## src/rtl/fetch_ctrl.sv

```systemverilog
// fetch_ctrl: single-entry instruction fetch front end.
//
// Walks the PC through the I-cache. On a hit it moves the word into a
// one-deep output register for decode. On a miss it holds a line refill
// request until the memory acknowledges it. Branch redirects from execute
// take priority over every other event.
//
// Ports
//   clk, reset            clock; asynchronous active-low reset
//   take_branch/branch_loc redirect request and target from execute
//   ready                 decode accepts the current output word
//   cache_hit/instr_from_cache  same-cycle I-cache lookup of pc_to_cache
//   mem_ack               refill-complete pulse
//   pc_to_cache           current fetch PC
//   mem_req/mem_addr      refill request (level) and line-aligned address
//   instr_to_decode/pc_to_decode/valid  registered output word
//   miss_count            saturating count of refills started
module fetch_ctrl #(
    parameter logic [31:0] RESET_PC   = 32'h0000_0000,
    parameter int unsigned LINE_BYTES = 16
) (
    input  logic        clk,
    input  logic        reset,
    input  logic        take_branch,
    input  logic [31:0] branch_loc,
    input  logic        ready,
    input  logic        cache_hit,
    input  logic [31:0] instr_from_cache,
    input  logic        mem_ack,
    output logic [31:0] pc_to_cache,
    output logic        mem_req,
    output logic [31:0] mem_addr,
    output logic [31:0] instr_to_decode,
    output logic [31:0] pc_to_decode,
    output logic        valid,
    output logic [15:0] miss_count
);

    localparam logic [31:0] LINE_MASK = ~(32'(LINE_BYTES) - 32'd1);

    typedef enum logic [1:0] {
        RUN          = 2'd0,
        REFILL       = 2'd1,
        REFILL_FLUSH = 2'd2
    } state_t;

    state_t      state_q, state_d;
    logic [31:0] pc_q, pc_d;
    logic [31:0] tgt_q, tgt_d;
    logic [31:0] instr_q, instr_d;
    logic [31:0] dpc_q, dpc_d;
    logic        valid_q, valid_d;
    logic [31:0] addr_q, addr_d;
    logic [15:0] miss_q, miss_d;

    logic        slot_free;
    logic [31:0] br_tgt;

    assign slot_free = !valid_q || ready;
    assign br_tgt    = {branch_loc[31:2], 2'b00};

    always_comb begin
        state_d = state_q;
        pc_d    = pc_q;
        tgt_d   = tgt_q;
        instr_d = instr_q;
        dpc_d   = dpc_q;
        valid_d = valid_q;
        addr_d  = addr_q;
        miss_d  = miss_q;

        // A consumed word leaves unless something replaces it below.
        if (valid_q && ready) begin
            valid_d = 1'b0;
        end

        unique case (state_q)
            RUN: begin
                if (take_branch) begin
                    pc_d    = br_tgt;
                    valid_d = 1'b0;
                end else if (cache_hit) begin
                    if (slot_free) begin
                        instr_d = instr_from_cache;
                        dpc_d   = pc_q;
                        valid_d = 1'b1;
                        pc_d    = pc_q + 32'd4;
                    end
                end else begin
                    state_d = REFILL;
                    addr_d  = pc_q & LINE_MASK;
                    if (miss_q != 16'hFFFF) begin
                        miss_d = miss_q + 16'd1;
                    end
                end
            end
            REFILL, REFILL_FLUSH: begin
                // The refill in flight always completes; a redirect only
                // changes where fetch resumes once it does.
                if (take_branch) begin
                    valid_d = 1'b0;
                    if (mem_ack) begin
                        state_d = RUN;
                        pc_d    = br_tgt;
                    end else begin
                        state_d = REFILL_FLUSH;
                        tgt_d   = br_tgt;
                    end
                end else if (mem_ack) begin
                    state_d = RUN;
                    if (state_q == REFILL_FLUSH) begin
                        pc_d = tgt_q;
                    end
                end
            end
            default: begin
                state_d = RUN;
            end
        endcase
    end

    always_ff @(posedge clk or negedge reset) begin
        if (!reset) begin
            state_q <= RUN;
            pc_q    <= RESET_PC;
            tgt_q   <= 32'd0;
            instr_q <= 32'd0;
            dpc_q   <= 32'd0;
            valid_q <= 1'b0;
            addr_q  <= 32'd0;
            miss_q  <= 16'd0;
        end else begin
            state_q <= state_d;
            pc_q    <= pc_d;
            tgt_q   <= tgt_d;
            instr_q <= instr_d;
            dpc_q   <= dpc_d;
            valid_q <= valid_d;
            addr_q  <= addr_d;
            miss_q  <= miss_d;
        end
    end

    // Derived from the state register so reset drops the request at once.
    assign mem_req         = (state_q != RUN);
    assign pc_to_cache     = pc_q;
    assign mem_addr        = addr_q;
    assign instr_to_decode = instr_q;
    assign pc_to_decode    = dpc_q;
    assign valid           = valid_q;
    assign miss_count      = miss_q;

endmodule

```

## config.mk

```make
export PLATFORM = sky130hd
export DESIGN_NAME = fetch_ctrl
export DESIGN_NICKNAME = d
export VERILOG_FILES = /design/src/rtl/fetch_ctrl.sv
export SDC_FILE = /design/constraint.sdc
export NUM_CORES = 1
export LEC_CHECK = 0
export CAP_MARGIN = 25
export CELL_PAD_IN_SITES_DETAIL_PLACEMENT = 1
export CELL_PAD_IN_SITES_GLOBAL_PLACEMENT = 2
export CORE_MARGIN = 2
export CORE_UTILIZATION = 28
export DETAILED_ROUTE_END_ITERATION = 6
export PLACE_DENSITY_LB_ADDON = 0.1
export SYNTH_ARGS = -nofsm -noshare
export SYNTH_HDL_FRONTEND = slang
export SYNTH_SLANG_ARGS = --single-unit
```

## constraint.sdc

```tcl
create_clock -name clk -period 1.8 [get_ports clk]
set_clock_uncertainty 0.1 [all_clocks]
set_input_delay 0.18 -clock clk [delete_from_list [all_inputs] [get_ports clk]]
set_output_delay 0.18 -clock clk [all_outputs]
set_load 0.1 [all_outputs]
```

=== Word level (Yosys, flattened, before mapping) ===
Cells that the tools add are included.

* $add $sub $neg: 2
* Eq/ne operators: 10
* Muxes and demuxes: 20
* Bitwise operators: 3
* Reductions and logical operators: 13

{| class="wikitable"
|+ Operator list
! kind !! count
|-
| 2-to-1 mux 32 bit || 7
|-
| case mux 32 bit (2 select lines) || 1
|-
| adder 32 x 3 -> 32 bit (second input constant) || 1
|-
| adder 16 x 1 -> 16 bit (second input constant) || 1
|-
| inequality test 16 bit (second input constant) || 1
|-
| inequality test 3 bit (second input constant) || 4
|-
| 2-to-1 mux 2 bit || 5
|-
| AND reduction 3 bit || 3
|-
| AND reduction 4 bit || 2
|-
| inequality test 2 bit (second input constant) || 3
|-
| 2-to-1 mux 1 bit || 5
|-
| AND reduction 5 bit || 1
|-
| case mux 2 bit (2 select lines) || 1
|-
| nonzero test 2 bit || 2
|-
| inverter 1 bit || 3
|-
| equality test 2 x 1 -> 1 bit (second input constant) || 1
|-
| equality test 2 bit (second input constant) || 1
|-
| zero test 2 bit || 1
|-
| case mux 1 bit (2 select lines) || 1
|-
| OR reduction 2 bit || 1
|-
| logical AND 1 bit || 1
|-
| zero test 1 bit || 1
|-
| logical OR 1 bit || 1
|}

* Bits in registers: 173

=== Logic depth before layout (Yosys ltp) ===
* Depth in word-level cells: 6
* Gate-level depth with buffers: 9
* Mapped depth without buffers: 7

=== Worst setup path after synthesis ===
OpenSTA, ideal clock, no wires.

* Path kind: reg-to-reg
* From: reg pc_q[2] (netlist: pc_to_cache[2])
* To: reg pc_q[28] (netlist: pc_to_cache[28])
* Setup time: 135 ps
* Arrival time: 2466 ps
* Data required time: 1565 ps
* Setup slack: -901 ps
* Cell stages (with the launch flop): 7
* Path buffers: 0
* Clock period less this slack: 2701 ps
* Cells stage by stage: dfrtp_1 > ha_1 > nand3_2 > or3_4 > nor4_4 > a31o_1 > o211ai_2

* Word-level cells in the longest chain between the ends: 5

{| class="wikitable"
|+ Ends and longest elaborated chain
! item !! RTL line !! RTL
|-
| start, declared || 48 || <nowiki>logic [31:0] pc_q, pc_d;</nowiki>
|-
| start signal, assigned || 134 || <nowiki>pc_q <= pc_d;</nowiki>
|-
| adder 32 x 3 -> 32 bit || 87 || <nowiki>pc_d = pc_q + 32'd4;</nowiki>
|-
| 2-to-1 mux 32 bit || 83 || <nowiki>if (slot_free) begin</nowiki>
|-
| 2-to-1 mux 32 bit || 82 || <nowiki>end else if (cache_hit) begin</nowiki>
|-
| 2-to-1 mux 32 bit || 79 || <nowiki>if (take_branch) begin</nowiki>
|-
| case mux 32 bit (2 select lines) || 77 || <nowiki>unique case (state_q)</nowiki>
|}

No other way between the ends. The select of a mux whose other input is x is not followed.
A chain may end at the register's enable or synchronous reset.

=== Worst setup path after layout ===
* From: reg state_q[1]
* To: reg addr_q[22] (netlist: mem_addr[22])

* Word-level cells in the longest chain between the ends: 2

{| class="wikitable"
|+ Ends and longest elaborated chain
! item !! RTL line !! RTL
|-
| start, declared || 47 || <nowiki>state_t state_q, state_d;</nowiki>
|-
| start signal, assigned || 133 || <nowiki>state_q <= state_d;</nowiki>
|-
| zero test 2 bit || 77 ||
|-
| AND reduction 3 bit (no line) || - ||
|-
| end signal, assigned || 139 || <nowiki>addr_q <= addr_d;</nowiki>
|-
| end, declared || 53 || <nowiki>logic [31:0] addr_q, addr_d;</nowiki>
|}

No other way between the ends.

==> flow_summary.yaml <==
global_routing:
  first_global_vias: 6982
  grt_overflow: 0
  grt_usage_pct: 17.84
  initial_antenna_violation_count: 0
  maximum_number_of_pins_on_one_net_before_global_route_repair: 50
  grt_first_pass_wirelength_mm: 40.04
route:
  detail_route.drc_violations: 0
  num_vias: 6551
  routed_via_density: 4.963
  detailedRoute.firstPassIterationCount: 4
  finalWirelength_mm: 27.30
  drt-initial-drc-count: 292
  antenna_left: 0
  drt-wirelength-per-cell_um: 20.68
critical_path:
  worst_setup_path_end_kind: "flop"
  worst_setup_path_start_kind: "flop"
  path_class: "flop to flop"
  r2r_end: "mem_addr[22]"
  timing.critical_path.cells: "inv_2 > ha_4 > or3b_4 > buf_8 > clkbuf_16 > mux2_4"
  ff2ff_path_depth: 6
  critPathMaxStageDelay_ns: 0.42
  cp-startpoint: "state_q[1]"
  crit_path_max_fanout: 8
  required_ns: 2.02
  worstPathBufferInverterCount: 3
  arrival_ns: 2.14
  r2r_setup_slack_ns: -0.12
  cp_top_family: "flip-flops"
  worst_reg2reg_path_startpoint: "state_q[1]"
  critical_path.slowest_cell: "sky130_fd_sc_hd__dfrtp_1"
synthesis:
  synth.yosys.warnings: 0
  synth_area_um2: 7697
  postSynthAreaPerCell_um2: 11.84
  ys.flop_type: "sky130_fd_sc_hd__dfrtp_1"
  yosys.cell_types.count: 58
  synth-seq-area-share_pct: 54.94
  asyncSetResetFlopFracSynth_pct: 100.0
  most_area_hungry_cell_type_in_the_yosys_netlist: "sky130_fd_sc_hd__dfrtp_1"
  synth_register_bits: 169
  cell_count_after_synthesis: 650
  synth.area.top_cells: "sky130_fd_sc_hd__dfrtp_1, sky130_fd_sc_hd__mux2_2, sky130_fd_sc_hd__a21oi_1"
  synth_largest_type_area_fraction_pct: 54.94
  number_of_synthesized_flops_with_an_enable_pin: 0
timing:
  whs_ns: 0.1251
  period_share_pct: 106.6
  rsz0062_at_grt: "yes"
  finalWorstSetupSlack_ns: -0.1195
  setup_viol: 116
  fin_setup_tns_ns: -5.550
  period_needed_ns: 1.920
  maxSlewViolCount: 0
  final_count_of_hold_timing_violations: 0
  max_freq_mhz: 521.0
cts:
  cts_htree_levels: 4
  clockRootBuffer: "sky130_fd_sc_hd__clkbuf_16"
  cts_inserted_buffers: 17
  worst_skew_pair.late_latency_ns: 0.43
  cts_sinks: 169
  clock_tree_from_tritoncts: "yes"
  clock_path_buffers: 2
  clk_pin_slew_ns: 0.08
worst_hold_path:
  holdCritPathClass: "primary input to async pin"
cells_and_area:
  layout.filler_cells: 2765
  flow.area_growth_from_synthesis_pct: 70.35
  fin_area_um2: 13110
  layout-drive-gt1-share_pct: 56.28
  num_antenna_cells: 0
  final_nets: 1041
floorplan:
  chipHeight_um: 169.8
  core_area_um2: 26950
  die_wd_um: 169.8
  fp.dieArea_um2: 28830
  rows: 60
  initial_core_util_pct: 28.56
  number_of_top_level_pins: 216
run_status:
  result_of_the_run: "complete, but fails checks"
  failed_checks: "setup timing"
job:
  max_cap_violations: 0
placement:
  dpl-instance-area_um2: 11510
  port_buffer_count: 205
  gp_routability_congestion: 0.8354
  detailedPlacementHpwl_mm: 17.97
## metal layers
layer / global-route usage (%) / up-vias / part of all wire, %
met2: 29.65 / 161 / 50
met1: 24.16 / 3391 / 45
met3: 3.568 / 17 / 4.2
li1: - / 2982 / -
met4: 3.790 / 0 / 1.2
met5: 0 / - / 0
## worst max path at each step
stage	endpoint	slack (ns)	cells past startpoint
global placement	mem_addr[10]	-0.28	4
finish	mem_addr[22]	-0.12	6
detailed placement	mem_addr[10]	-0.37	4
global route	pc_to_cache[28]	-0.18	8
floorplan	miss_count[7]	-0.29	7
CTS	instr_to_decode[8]	-0.1	8
## layout make-up
type | count | area [µm²] | area share [%]
Inverter | 13 | 52.55 | 0.4008
Clock inverter | 15 | 206.4 | 1.574
Clock buffer | 17 | 425.4 | 3.244
Sequential cell | 169 | 4358 | 33.23
Timing Repair Buffer | 337 | 3896 | 29.71
Tap cell | 341 | 426.7 | 3.254
Multi-Input combinational cell | 428 | 3747 | 28.58
## stage by stage
step	utilization, %	std cells	setup slack [ns]
after floorplan	-	657	-0.2876
after global placement	42.72	1250	-0.2822
after detailed placement	42.72	1250	-0.3661
after CTS	46.56	1299	-0.09616
after global routing	48.65	1320	-0.1842
final	48.65	1320	-0.1195
## cells in the mapped netlist, types with 3 or more instances
cell type and n:
sky130_fd_sc_hd__o21ai_0 32, sky130_fd_sc_hd__nand2b_1 5, sky130_fd_sc_hd__and3_1 5, sky130_fd_sc_hd__a222oi_1 4, sky130_fd_sc_hd__inv_1 13, sky130_fd_sc_hd__nand4_1 16, sky130_fd_sc_hd__buf_1 9, sky130_fd_sc_hd__o311ai_0 3
sky130_fd_sc_hd__clkbuf_1 23, sky130_fd_sc_hd__ha_1 5, sky130_fd_sc_hd__dfrtp_1 169, sky130_fd_sc_hd__o2bb2ai_1 4, sky130_fd_sc_hd__mux2i_1 5, sky130_fd_sc_hd__xor2_1 6, sky130_fd_sc_hd__nor2b_1 4, sky130_fd_sc_hd__a22o_1 4
sky130_fd_sc_hd__mux2_2 116, sky130_fd_sc_hd__nand3_1 17, sky130_fd_sc_hd__nor4_2 3, sky130_fd_sc_hd__nor3_1 6, sky130_fd_sc_hd__and2_1 8, sky130_fd_sc_hd__buf_4 11, sky130_fd_sc_hd__nor4_1 3, sky130_fd_sc_hd__nand2_1 42
sky130_fd_sc_hd__o22a_1 4, sky130_fd_sc_hd__a31oi_1 5, sky130_fd_sc_hd__a21oi_1 42, sky130_fd_sc_hd__and4_1 4, sky130_fd_sc_hd__a22oi_1 4, sky130_fd_sc_hd__o31ai_1 3, sky130_fd_sc_hd__o22ai_1 5, sky130_fd_sc_hd__nor2_1 25
sky130_fd_sc_hd__xnor2_1 10, sky130_fd_sc_hd__buf_2 4
## flip-flops by register name, summed over array words and instances (netlist names)
signal,count
mem_addr,28
pc_to_decode,30
valid,1
instr_to_decode,32
tgt_q,30
pc_to_cache,30
state_q,2
miss_count,16
## cell usage in the layout, fill, tap and decap left out, types with 5 or more instances in the layout
cell type	instances
sky130_fd_sc_hd__clkdlybuf4s50_1	66
sky130_fd_sc_hd__o21ai_0	15
sky130_fd_sc_hd__clkbuf_16	26
sky130_fd_sc_hd__nand2_1	32
sky130_fd_sc_hd__o21ai_1	15
sky130_fd_sc_hd__inv_8	5
sky130_fd_sc_hd__dfrtp_2	16
sky130_fd_sc_hd__a21oi_2	15
sky130_fd_sc_hd__nand4_1	16
sky130_fd_sc_hd__dfrtp_4	29
sky130_fd_sc_hd__nand2b_1	5
sky130_fd_sc_hd__a21oi_1	23
sky130_fd_sc_hd__nand3_1	12
sky130_fd_sc_hd__conb_1	8
sky130_fd_sc_hd__nor2_1	21
sky130_fd_sc_hd__xnor2_1	9
sky130_fd_sc_hd__buf_6	18
sky130_fd_sc_hd__xor2_1	6
sky130_fd_sc_hd__nand2_2	7
sky130_fd_sc_hd__nor4_4	7
sky130_fd_sc_hd__and2_1	5
sky130_fd_sc_hd__mux2_2	113
sky130_fd_sc_hd__buf_12	72
sky130_fd_sc_hd__inv_1	10
sky130_fd_sc_hd__a31oi_1	5
sky130_fd_sc_hd__mux2i_1	5
sky130_fd_sc_hd__dfrtp_1	124
sky130_fd_sc_hd__buf_4	167
## worst register-to-register path, cell delays in order (launching register included)
cell	delay [ns]
sky130_fd_sc_hd__dfrtp_1	0.42
sky130_fd_sc_hd__inv_2	0.08
sky130_fd_sc_hd__ha_4	0.14
sky130_fd_sc_hd__or3b_4	0.42
sky130_fd_sc_hd__buf_8	0.16
sky130_fd_sc_hd__clkbuf_16	0.19
sky130_fd_sc_hd__mux2_4	0.30
## what timing repair did
action / 4_1_cts / 5_1_grt
hold endpoints to repair: 169 / 0
hold buffers: 1 / 0
pin swaps: 19 / 18
gates cloned: 4 / 11
setup endpoints to repair: 162 / 161
setup buffers: 13 / 13
gates resized for setup: 52 / 72
## kinds of logic after synthesis
family	after synthesis	synth area share (%)
buffers and inverters	60	3.527
AND/OR/NAND/NOR	149	10.52
multiplexers	121	17.62
XOR/XNOR	16	1.820
flip-flops	169	54.94
AO/OA/AOI/OAI	129	10.71
other	1	0.04872
adder cells (fa/ha/maj)	5	0.8127
Power is not shown: default switching activity piles up to over one toggle a cycle in this logic, so the estimate is an artifact.
